## src/rtl/rgb_stream_packer_pkg.sv

```systemverilog
// Shared types for the RGB to 32-bit stream packer.
// Word bundle, packing phase and keep helpers.
package rgb_stream_pkg;

  localparam int BYTES_PER_PIXEL = 3;
  localparam logic [3:0] KEEP_FULL = 4'hF;

  typedef enum logic [1:0] {
    PH0,
    PH1,
    PH2,
    PH3
  } phase_t;

  typedef struct packed {
    logic [31:0] tdata;
    logic [3:0]  tkeep;
    logic        tlast;
    logic        tuser;
  } stream_word_t;

  function automatic logic [3:0] keep_low(input int n);
    return 4'((1 << n) - 1);
  endfunction

endpackage

```

## src/rtl/rgb_stream_packer_if.sv

```systemverilog
// Pixel input and 32-bit word stream handshake bundles.
// Both use valid/ready with ready driven by the sink.
interface pixel_stream_if;
  logic [7:0] r;
  logic [7:0] g;
  logic [7:0] b;
  logic       valid;
  logic       sof;
  logic       eol;
  logic       ready;

  modport master(
    output r, g, b, valid, sof, eol,
    input  ready
  );
  modport slave(
    input  r, g, b, valid, sof, eol,
    output ready
  );
endinterface

interface axis_word_if;
  logic [31:0] tdata;
  logic [3:0]  tkeep;
  logic        tlast;
  logic        tuser;
  logic        tvalid;
  logic        tready;

  modport master(
    output tdata, tkeep, tlast, tuser, tvalid,
    input  tready
  );
  modport slave(
    input  tdata, tkeep, tlast, tuser, tvalid,
    output tready
  );
endinterface

```

## src/rtl/rgb_stream_packer_fifo.sv

```systemverilog
// Output word FIFO: up to two pushes and one pop per cycle.
// Head reads as zero while empty so idle outputs stay clean.
module stream_word_fifo
  import rgb_stream_pkg::*;
#(
  parameter int DEPTH = 4,
  localparam int AW = $clog2(DEPTH),
  localparam int CW = $clog2(DEPTH + 1)
) (
  input  logic         clk,
  input  logic         rst,
  input  logic         push0,
  input  stream_word_t word0,
  input  logic         push1,
  input  stream_word_t word1,
  input  logic         pop,
  output stream_word_t head,
  output logic [CW-1:0] count
);

  stream_word_t mem [DEPTH];
  logic [AW-1:0] wr_ptr;
  logic [AW-1:0] rd_ptr;

  always_ff @(posedge clk) begin
    if (push0) mem[wr_ptr] <= word0;
    if (push1) mem[wr_ptr + AW'(1)] <= word1;
  end

  always_ff @(posedge clk) begin
    if (rst) begin
      wr_ptr <= '0;
      rd_ptr <= '0;
      count  <= '0;
    end else begin
      wr_ptr <= wr_ptr + AW'(push0) + AW'(push1);
      rd_ptr <= rd_ptr + AW'(pop);
      count  <= count + CW'(push0) + CW'(push1) - CW'(pop);
    end
  end

  assign head = (count != '0) ? mem[rd_ptr] : '0;

endmodule

```

## src/rtl/rgb_stream_packer.sv

```systemverilog
// Packs 24-bit BGR-ordered pixels into a byte-continuous
// 32-bit stream with sof on tuser and eol on tlast.
module rgb_stream_packer
  import rgb_stream_pkg::*;
#(
  parameter int FIFO_DEPTH = 4
) (
  input  logic     aclk,
  input  logic     reset,
  pixel_stream_if.slave in_stream,
  axis_word_if.master   out_stream,
  output logic     sof_misalign
);

  localparam int CW = $clog2(FIFO_DEPTH + 1);

  phase_t       phase, eff, phase_nx;
  logic [23:0]  hold, hold_nx, pix;
  logic         pend_user, user_now;
  logic         accept, norm_vld, flush_vld;
  logic         push0, push1, pop;
  stream_word_t norm, flush, word0, head;
  logic [CW-1:0] count;

  assign pix    = {in_stream.r, in_stream.g, in_stream.b};
  assign accept = in_stream.valid & in_stream.ready;
  assign eff    = in_stream.sof ? PH0 : phase;

  // Two free slots guarantee room for a word plus its flush.
  assign in_stream.ready = count <= CW'(FIFO_DEPTH - 2);

  always_comb begin
    hold_nx     = '0;
    phase_nx    = PH0;
    norm        = '0;
    flush       = '0;
    norm_vld    = 1'b0;
    flush_vld   = 1'b0;
    norm.tkeep  = KEEP_FULL;
    flush.tlast = 1'b1;
    unique case (eff)
      PH0: begin
        hold_nx     = pix;
        phase_nx    = PH1;
        flush.tdata = {8'h0, pix};
        flush.tkeep = keep_low(BYTES_PER_PIXEL);
      end
      PH1: begin
        norm_vld    = 1'b1;
        norm.tdata  = {in_stream.b, hold};
        hold_nx     = {8'h0, pix[23:8]};
        phase_nx    = PH2;
        flush.tdata = {16'h0, pix[23:8]};
        flush.tkeep = keep_low(2);
      end
      PH2: begin
        norm_vld    = 1'b1;
        norm.tdata  = {pix[15:0], hold[15:0]};
        hold_nx     = {16'h0, in_stream.r};
        phase_nx    = PH3;
        flush.tdata = {24'h0, in_stream.r};
        flush.tkeep = keep_low(1);
      end
      PH3: begin
        norm_vld   = 1'b1;
        norm.tdata = {pix, hold[7:0]};
      end
    endcase
    flush_vld  = in_stream.eol && (eff != PH3);
    norm.tlast = in_stream.eol && !flush_vld;
    if (in_stream.eol) begin
      hold_nx  = '0;
      phase_nx = PH0;
    end
    user_now = in_stream.sof | pend_user;
    if (norm_vld) norm.tuser = user_now;
    else          flush.tuser = user_now;
  end

  assign push0 = accept & (norm_vld | flush_vld);
  assign push1 = accept & norm_vld & flush_vld;
  assign word0 = norm_vld ? norm : flush;
  assign pop   = out_stream.tvalid & out_stream.tready;

  always_ff @(posedge aclk) begin
    if (reset) begin
      phase        <= PH0;
      hold         <= '0;
      pend_user    <= 1'b0;
      sof_misalign <= 1'b0;
    end else if (accept) begin
      phase     <= phase_nx;
      hold      <= hold_nx;
      // tuser waits for the first word that holds sof bytes
      pend_user <= user_now & ~(norm_vld | flush_vld);
      if (in_stream.sof && phase != PH0) sof_misalign <= 1'b1;
    end
  end

  stream_word_fifo #(.DEPTH(FIFO_DEPTH)) u_fifo (
    .clk   (aclk),
    .rst   (reset),
    .push0 (push0),
    .word0 (word0),
    .push1 (push1),
    .word1 (flush),
    .pop   (pop),
    .head  (head),
    .count (count)
  );

  assign out_stream.tvalid = count != '0;
  assign out_stream.tdata  = head.tdata;
  assign out_stream.tkeep  = head.tkeep;
  assign out_stream.tlast  = head.tlast;
  assign out_stream.tuser  = head.tuser;

endmodule

```

## src/flat_wrapper.sv

```systemverilog
// flat-port wrapper written by rule: the top's interface ports become plain ports
module rgb_stream_packer_flat import rgb_stream_pkg::*;
#(
  parameter int FIFO_DEPTH = 4
)
  (aclk, reset, sof_misalign, in_stream_r, in_stream_g, in_stream_b, in_stream_valid, in_stream_sof, in_stream_eol, in_stream_ready, out_stream_tdata, out_stream_tkeep, out_stream_tlast, out_stream_tuser, out_stream_tvalid, out_stream_tready);
  pixel_stream_if in_stream_i ();
  axis_word_if out_stream_i ();
  input  logic aclk;
  input  logic reset;
  output logic sof_misalign;
  input wire logic [$bits(in_stream_i.r)-1:0] in_stream_r;
  input wire logic [$bits(in_stream_i.g)-1:0] in_stream_g;
  input wire logic [$bits(in_stream_i.b)-1:0] in_stream_b;
  input wire logic [$bits(in_stream_i.valid)-1:0] in_stream_valid;
  input wire logic [$bits(in_stream_i.sof)-1:0] in_stream_sof;
  input wire logic [$bits(in_stream_i.eol)-1:0] in_stream_eol;
  output wire logic [$bits(in_stream_i.ready)-1:0] in_stream_ready;
  output wire logic [$bits(out_stream_i.tdata)-1:0] out_stream_tdata;
  output wire logic [$bits(out_stream_i.tkeep)-1:0] out_stream_tkeep;
  output wire logic [$bits(out_stream_i.tlast)-1:0] out_stream_tlast;
  output wire logic [$bits(out_stream_i.tuser)-1:0] out_stream_tuser;
  output wire logic [$bits(out_stream_i.tvalid)-1:0] out_stream_tvalid;
  input wire logic [$bits(out_stream_i.tready)-1:0] out_stream_tready;
  assign in_stream_i.r = in_stream_r;
  assign in_stream_i.g = in_stream_g;
  assign in_stream_i.b = in_stream_b;
  assign in_stream_i.valid = in_stream_valid;
  assign in_stream_i.sof = in_stream_sof;
  assign in_stream_i.eol = in_stream_eol;
  assign in_stream_ready = in_stream_i.ready;
  assign out_stream_tdata = out_stream_i.tdata;
  assign out_stream_tkeep = out_stream_i.tkeep;
  assign out_stream_tlast = out_stream_i.tlast;
  assign out_stream_tuser = out_stream_i.tuser;
  assign out_stream_tvalid = out_stream_i.tvalid;
  assign out_stream_i.tready = out_stream_tready;
  rgb_stream_packer #(.FIFO_DEPTH(FIFO_DEPTH)) u_core (.aclk(aclk), .reset(reset), .in_stream(in_stream_i), .out_stream(out_stream_i), .sof_misalign(sof_misalign));
endmodule
```

## config.mk

```make
export PLATFORM = sky130hd
export DESIGN_NAME = rgb_stream_packer_flat
export DESIGN_NICKNAME = d
export VERILOG_FILES = /design/src/rtl/rgb_stream_packer_pkg.sv /design/src/rtl/rgb_stream_packer_if.sv /design/src/rtl/rgb_stream_packer_fifo.sv /design/src/rtl/rgb_stream_packer.sv /design/src/flat_wrapper.sv
export SDC_FILE = /design/constraint.sdc
export NUM_CORES = 1
export LEC_CHECK = 0
export ABC_AREA = 1
export CAP_MARGIN = 20
export CORE_UTILIZATION = 45
export DETAILED_ROUTE_END_ITERATION = 8
export PLACE_DENSITY = 0.68
export SLEW_MARGIN = 20
export SYNTH_ARGS = -nofsm -noshare
export SYNTH_HDL_FRONTEND = slang
export SYNTH_SLANG_ARGS = --single-unit
```

## constraint.sdc

```tcl
create_clock -name aclk -period 2.6 [get_ports aclk]
set_input_delay 0.39 -clock aclk [delete_from_list [all_inputs] [get_ports aclk]]
set_output_delay 0.39 -clock aclk [all_outputs]
set_load 0.01 [all_outputs]
```

* Word-level counts from Yosys, hierarchy flattened
Memory sizes are Yosys's and may differ from the RTL's. A register that Yosys moved wholly into a read port is not among the register bits.
Cells that the tools add are included.
** Word-level totals
- Register bits :: 35
- RAM bits :: 152
- Memories :: 1
** Operators by class
- Add/sub/neg operators :: 7
- Order comparisons :: 1
- Equality and inequality tests :: 4
- Mux-type cells :: 16
- Bitwise gates (word level) :: 9
- Reductions and logical operators :: 9
** Memory list
- u_core.u_fifo.mem :: depth 4, bits a word 38, read ports 1, clocked after Yosys merged registers in 1, wr ports 2, RTL line rgb_stream_packer_fifo.sv:21 : stream_word_t mem [DEPTH];
** Operators by type and width (count)
- 32-bit case mux with 3 select lines :: 1
- 28-bit case mux with 3 select lines :: 1
- 38-bit two-way mux :: 2
- 24-bit case mux with 3 select lines :: 1
- 24-bit two-way mux :: 1
- 2-bit by 1-bit adder with 2-bit output :: 3
- 3-bit by 1-bit adder with 3-bit output :: 2
- 1-bit AND :: 6
- 1-bit two-way mux :: 6
- 2-bit two-way mux :: 3
- 2-bit case mux with 3 select lines :: 1
- 2-bit == test (second input constant) :: 2
- 3-bit by 2-bit <= comparator with 1-bit output (second input constant) :: 1
- 1-bit logical AND :: 3
- 3-bit nonzero test :: 1
- 3-bit OR reduction :: 1
- 3-bit by 1-bit subtractor with 3-bit output :: 1
- 2-bit by 1-bit adder with 2-bit output (second input constant) :: 1
- 2-bit by 1-bit == test with 1-bit output (second input constant) :: 1
- 2-bit zero test :: 1
- 2-bit inequality test (second input constant) :: 1
- 1-bit bitwise OR :: 2
- 2-bit AND reduction :: 1
- 2-bit nonzero test :: 1
- 2 further kinds :: 2

* Depth between registers and ports, before layout
- Word-level depth :: 9
- Mapped depth :: 14
- Mapped depth without buffers :: 13

* By module
From an unflattened synthesis, not the netlist that was laid out.
** Unflattened totals
- Cell total of the unflattened synthesis :: 1444
- Area, all modules :: 10928.0 µm²
** By module, submodules not included
- stream_word_fifo :: times used 1, cells an instance 1023, area an instance 8540.7 µm², seq. area each 4704.5 µm²
- rgb_stream_packer :: times used 1, cells an instance 421, area an instance 2387.3 µm², seq. area each 560.5 µm²

* Least setup slack after synthesis
No wires, ideal clock.
- Path kind :: in2reg
- From :: input port in_stream_sof
- To :: memory u_core.u_fifo.mem[0][0] (netlist name) (enable)
- Setup time :: 0.385 ns
- Arrival :: 2.242 ns
- Data required time :: 2.215 ns
- Path slack :: -0.028 ns
- Stages :: 9
- Cells stage by stage :: nor2_1 > inv_1 > ha_1 > buf_4 > nand2_4 > nand4_1 > buf_2 > buf_2 > nand2_1
** RTL lines
- from (decl) :: RTL line flat_wrapper.sv:16 : input wire logic [$bits(in_stream_i.sof)-1:0] in_stream_sof;
- to (decl) :: RTL line rgb_stream_packer_fifo.sv:21

==> results.toml <==
[sta]
fin_crit_ns = 2.52
fmax_mhz = 396
setup_slack_ns = 0.0761
holdWs_ns = 0.464
skew_ns = 0.0133
hold_viol = 0
setup_viol = 0
tightest_slew_ns = 0.801
slew_violations = 0
fin_crit_sh_pct = 97.1
slew_headroom_pct = 46.1

[setup_path]
critPathCaptureType = "output port"
regToRegStartpoint = "u_core.phase[0]"
path_class = "register to output port"
critPathMaxStageDelay_ns = 0.57
timing.rr.end = "u_core.u_fifo.count[2]"
path_max_fanout = 16
critical_path_arrival_ns = 2.13
r2r_setup_slack_ns = 0.14
cp_slowest_cell = "clkdlybuf4s50_1"
path_cells = "inv_4 > buf_4 > o21ai_0 > a21oi_1 > clkdlybuf4s50_1"
ff2ff_path_depth = 12
worstSetupStartpointType = "register"
cp_data_required_time_ns = 2.21

[layout]
layout_commonest_cell = "nand2_1"
diodes = 0
fin_cells = 1652
drive_gt1_share_pct = 10.6
final_nets = 1405
final_cell_mix = "nand2_1 (378), nor2_1 (218), edfxtp_1 (112), o21ai_0 (111), a21oi_1 (82)"
syn_to_final_growth_pct = 23.2

[synthesis]
synth_nets = 1307
synthTopCellsByArea = "edfxtp_1 (35%), dfxtp_1 (15%), nand2_1 (15%), nor2_1 (8.5%), o21ai_0 (5.7%)"
synth_area_um2 = 9710
yosysTopAreaCellShare_pct = 34.6
yosysUniqueCellTypes = 32
ys.flop_type = "edfxtp_1"
async_flop_share_pct = 0
synth_warnings = 0
avgSynthCellArea_um2 = 7.67
syn-instance-count = 1267
seq_area_frac_synth_pct = 50.1
synth_top_cell_by_area = "edfxtp_1"
synth-edff-count = 112
ys_seq_elements = 187

[floorplanning]
die_area_um2 = 22200
start_util_pct = 46.1
num_rows = 53
core_um2 = 21100
fp.dieW_um = 149
ioPinCount = 71
die_y_um = 149

[routing]
first_iter_violations = 834
dr.pass1.iters = 6
drt_wl_total_um = 28100
viasPerCell = 5.40
vias = 8917
ant_nets = 0
drc = 0
drt-wirelength-per-cell_um = 17.0

[min_path]
hp-class = "register to register"
worst_hold_startpoint = "u_core.u_fifo.mem[3][37]"
hold_path_end = "u_core.u_fifo.mem[3][37]"
whs_path_depth = 2

[outcome]
status = "finished clean"

[place]
dpl.hpwl_um = 18500
gp_congestion = 0.938
place.port_buffers = 70
place_inst = 1619
pre_cts_ws_ns = -0.486

[power]
pwr-share-clk_pct = 26.0
internal_power_mw = 6.67
sw_frac_of_total_pct = 35.5
leakage_nw = 5.32
p_seq_share_pct = 35.1
powerDensity_nw_per_um2 = 864
switchingPower_mw = 3.67
power_frac_comb_pct = 38.9
total_power_mw = 10.3
ir_worst_vdd_mv = 0.512

[global_routing]
grt_pass1_wl_um = 44000
track_usage_pct = 26.2
antenna_found_initial = 0
grt_max_degree = 40
grt_pass1_vias = 8179
grt-ovfl-total = 0

[cts]
clk_latency_ns = 0.44
clk_pin_slew_worst_paths_ns = 0.07
hold_buffers = 0
cts_buffer_depth = 2
cts_root_buf = "clkbuf_16"
cts_tree = "yes"
cts_made_buffers = 17
htree_levels = 4
cts_num_sinks = 187

[run]
maxCapViolCount = 0
## synth_stat cells, types with 2 or more instances
library cell and number:
o21a_1 8, inv_1 54, edfxtp_1 112, ha_1 7, a21oi_1 83, fa_1 3, nor2_1 220, inv_2 3
nand2_2 2, nor2_8 4, nand2_4 2, o211ai_1 8, o21ai_1 21, buf_4 5, nand2_1 379, buf_6 9
nand3_1 74, clkbuf_1 47, o21ai_0 111, buf_2 18, buf_1 4, xnor2_1 2, dfxtp_1 75, nand4_1 8
## timing repair
item | CTS | global route
setup endpoints to repair | 23 | 31
gates cloned | 1 | 0
setup buffers | 0 | 1
pin swaps | 1 | 6
resized for setup | 11 | 34
## critical path: cells and delay by family, from the launching register on
kind / cells / cell delay [ns]
compound gates: 2 / 0.29
buf+inv: 3 / 1.01
flops: 1 / 0.40
## worst max path at each step
| stage | start | to | slack (ns) | cells past startpoint |
|---|---|---|---|---|
| final | u_core.u_fifo.rd_ptr[0] | out_stream_tdata[29] | 0.08 | 5 |
| after global placement | in_stream_sof | u_core.u_fifo.count[2] | -0.43 | 13 |
| after floorplan | in_stream_sof | u_core.u_fifo.count[2] | 0.006 | 13 |
| after detailed placement | in_stream_sof | u_core.u_fifo.count[2] | -0.49 | 13 |
| after CTS | u_core.u_fifo.rd_ptr[0] | out_stream_tdata[5] | -0.04 | 5 |
| after global routing | u_core.phase[0] | u_core.u_fifo.count[2] | -0.02 | 12 |
## per-layer routing
metal  global-route usage, %  wire [um]
met1                    35.7      12500
met2                    41.9      12800
met3                    5.78       2260
met4                    6.99        470
met5                       0          0
## layout make-up
class	instances	area, um2
clock buffer	18	429
clock inverter	13	168
fill	1916	9120
inverter	59	229
multi-input combinational	938	4230
sequential	187	4870
tap	275	344
timing repair buffer	162	1690
## state kept, by name, summed over array words and instances (netlist names)
| signal | count |
|---|---|
| u_core.u_fifo.mem | 152 |
| u_core.hold | 24 |
| u_core.u_fifo.count | 3 |
| u_core.phase | 2 |
| u_core.u_fifo.rd_ptr | 2 |
| u_core.u_fifo.wr_ptr | 2 |
| u_core.pend_user | 1 |
| u_core.sof_misalign | 1 |
## per-stage QoR
step / utilization [%] / TNS [ns] / cell area [um2]
3_5_place_dp: 53.2 / -8.03 / 11200
2_1_floorplan: - / 0 / 9720
3_3_place_gp: 53.2 / -1.53 / 11200
6_report: 56.7 / 0 / 12000
4_1_cts: 56.3 / -0.0566 / 11900
5_1_grt: 56.7 / -0.0160 / 12000
## power by group through the flow
stage          combinational (mW)  clock, mW  sequential (mW)
3_5_place_dp                 3.99          0             3.67
2_1_floorplan                2.25          0             3.63
4_1_cts                      4.08       2.71             3.62
6_report                     4.02       2.69             3.63
3_3_place_gp                 3.95          0             3.66
5_1_grt                      4.43       2.82             3.65
## cells by family (layout without fill, tap and decap cells)
family | Yosys count | in the layout | share of synthesized area, %
AOI/OAI and AO/OA | 232 | 232 | 12.4
xor gates and xnor gates | 3 | 3 | 0.271
buffers and inverters | 142 | 252 | 6.66
DFF | 187 | 187 | 50.1
adders and majority gates | 10 | 10 | 1.52
and+or+nand+nor | 693 | 693 | 29.1
Note: power is estimated with default switching activity, not from simulation.
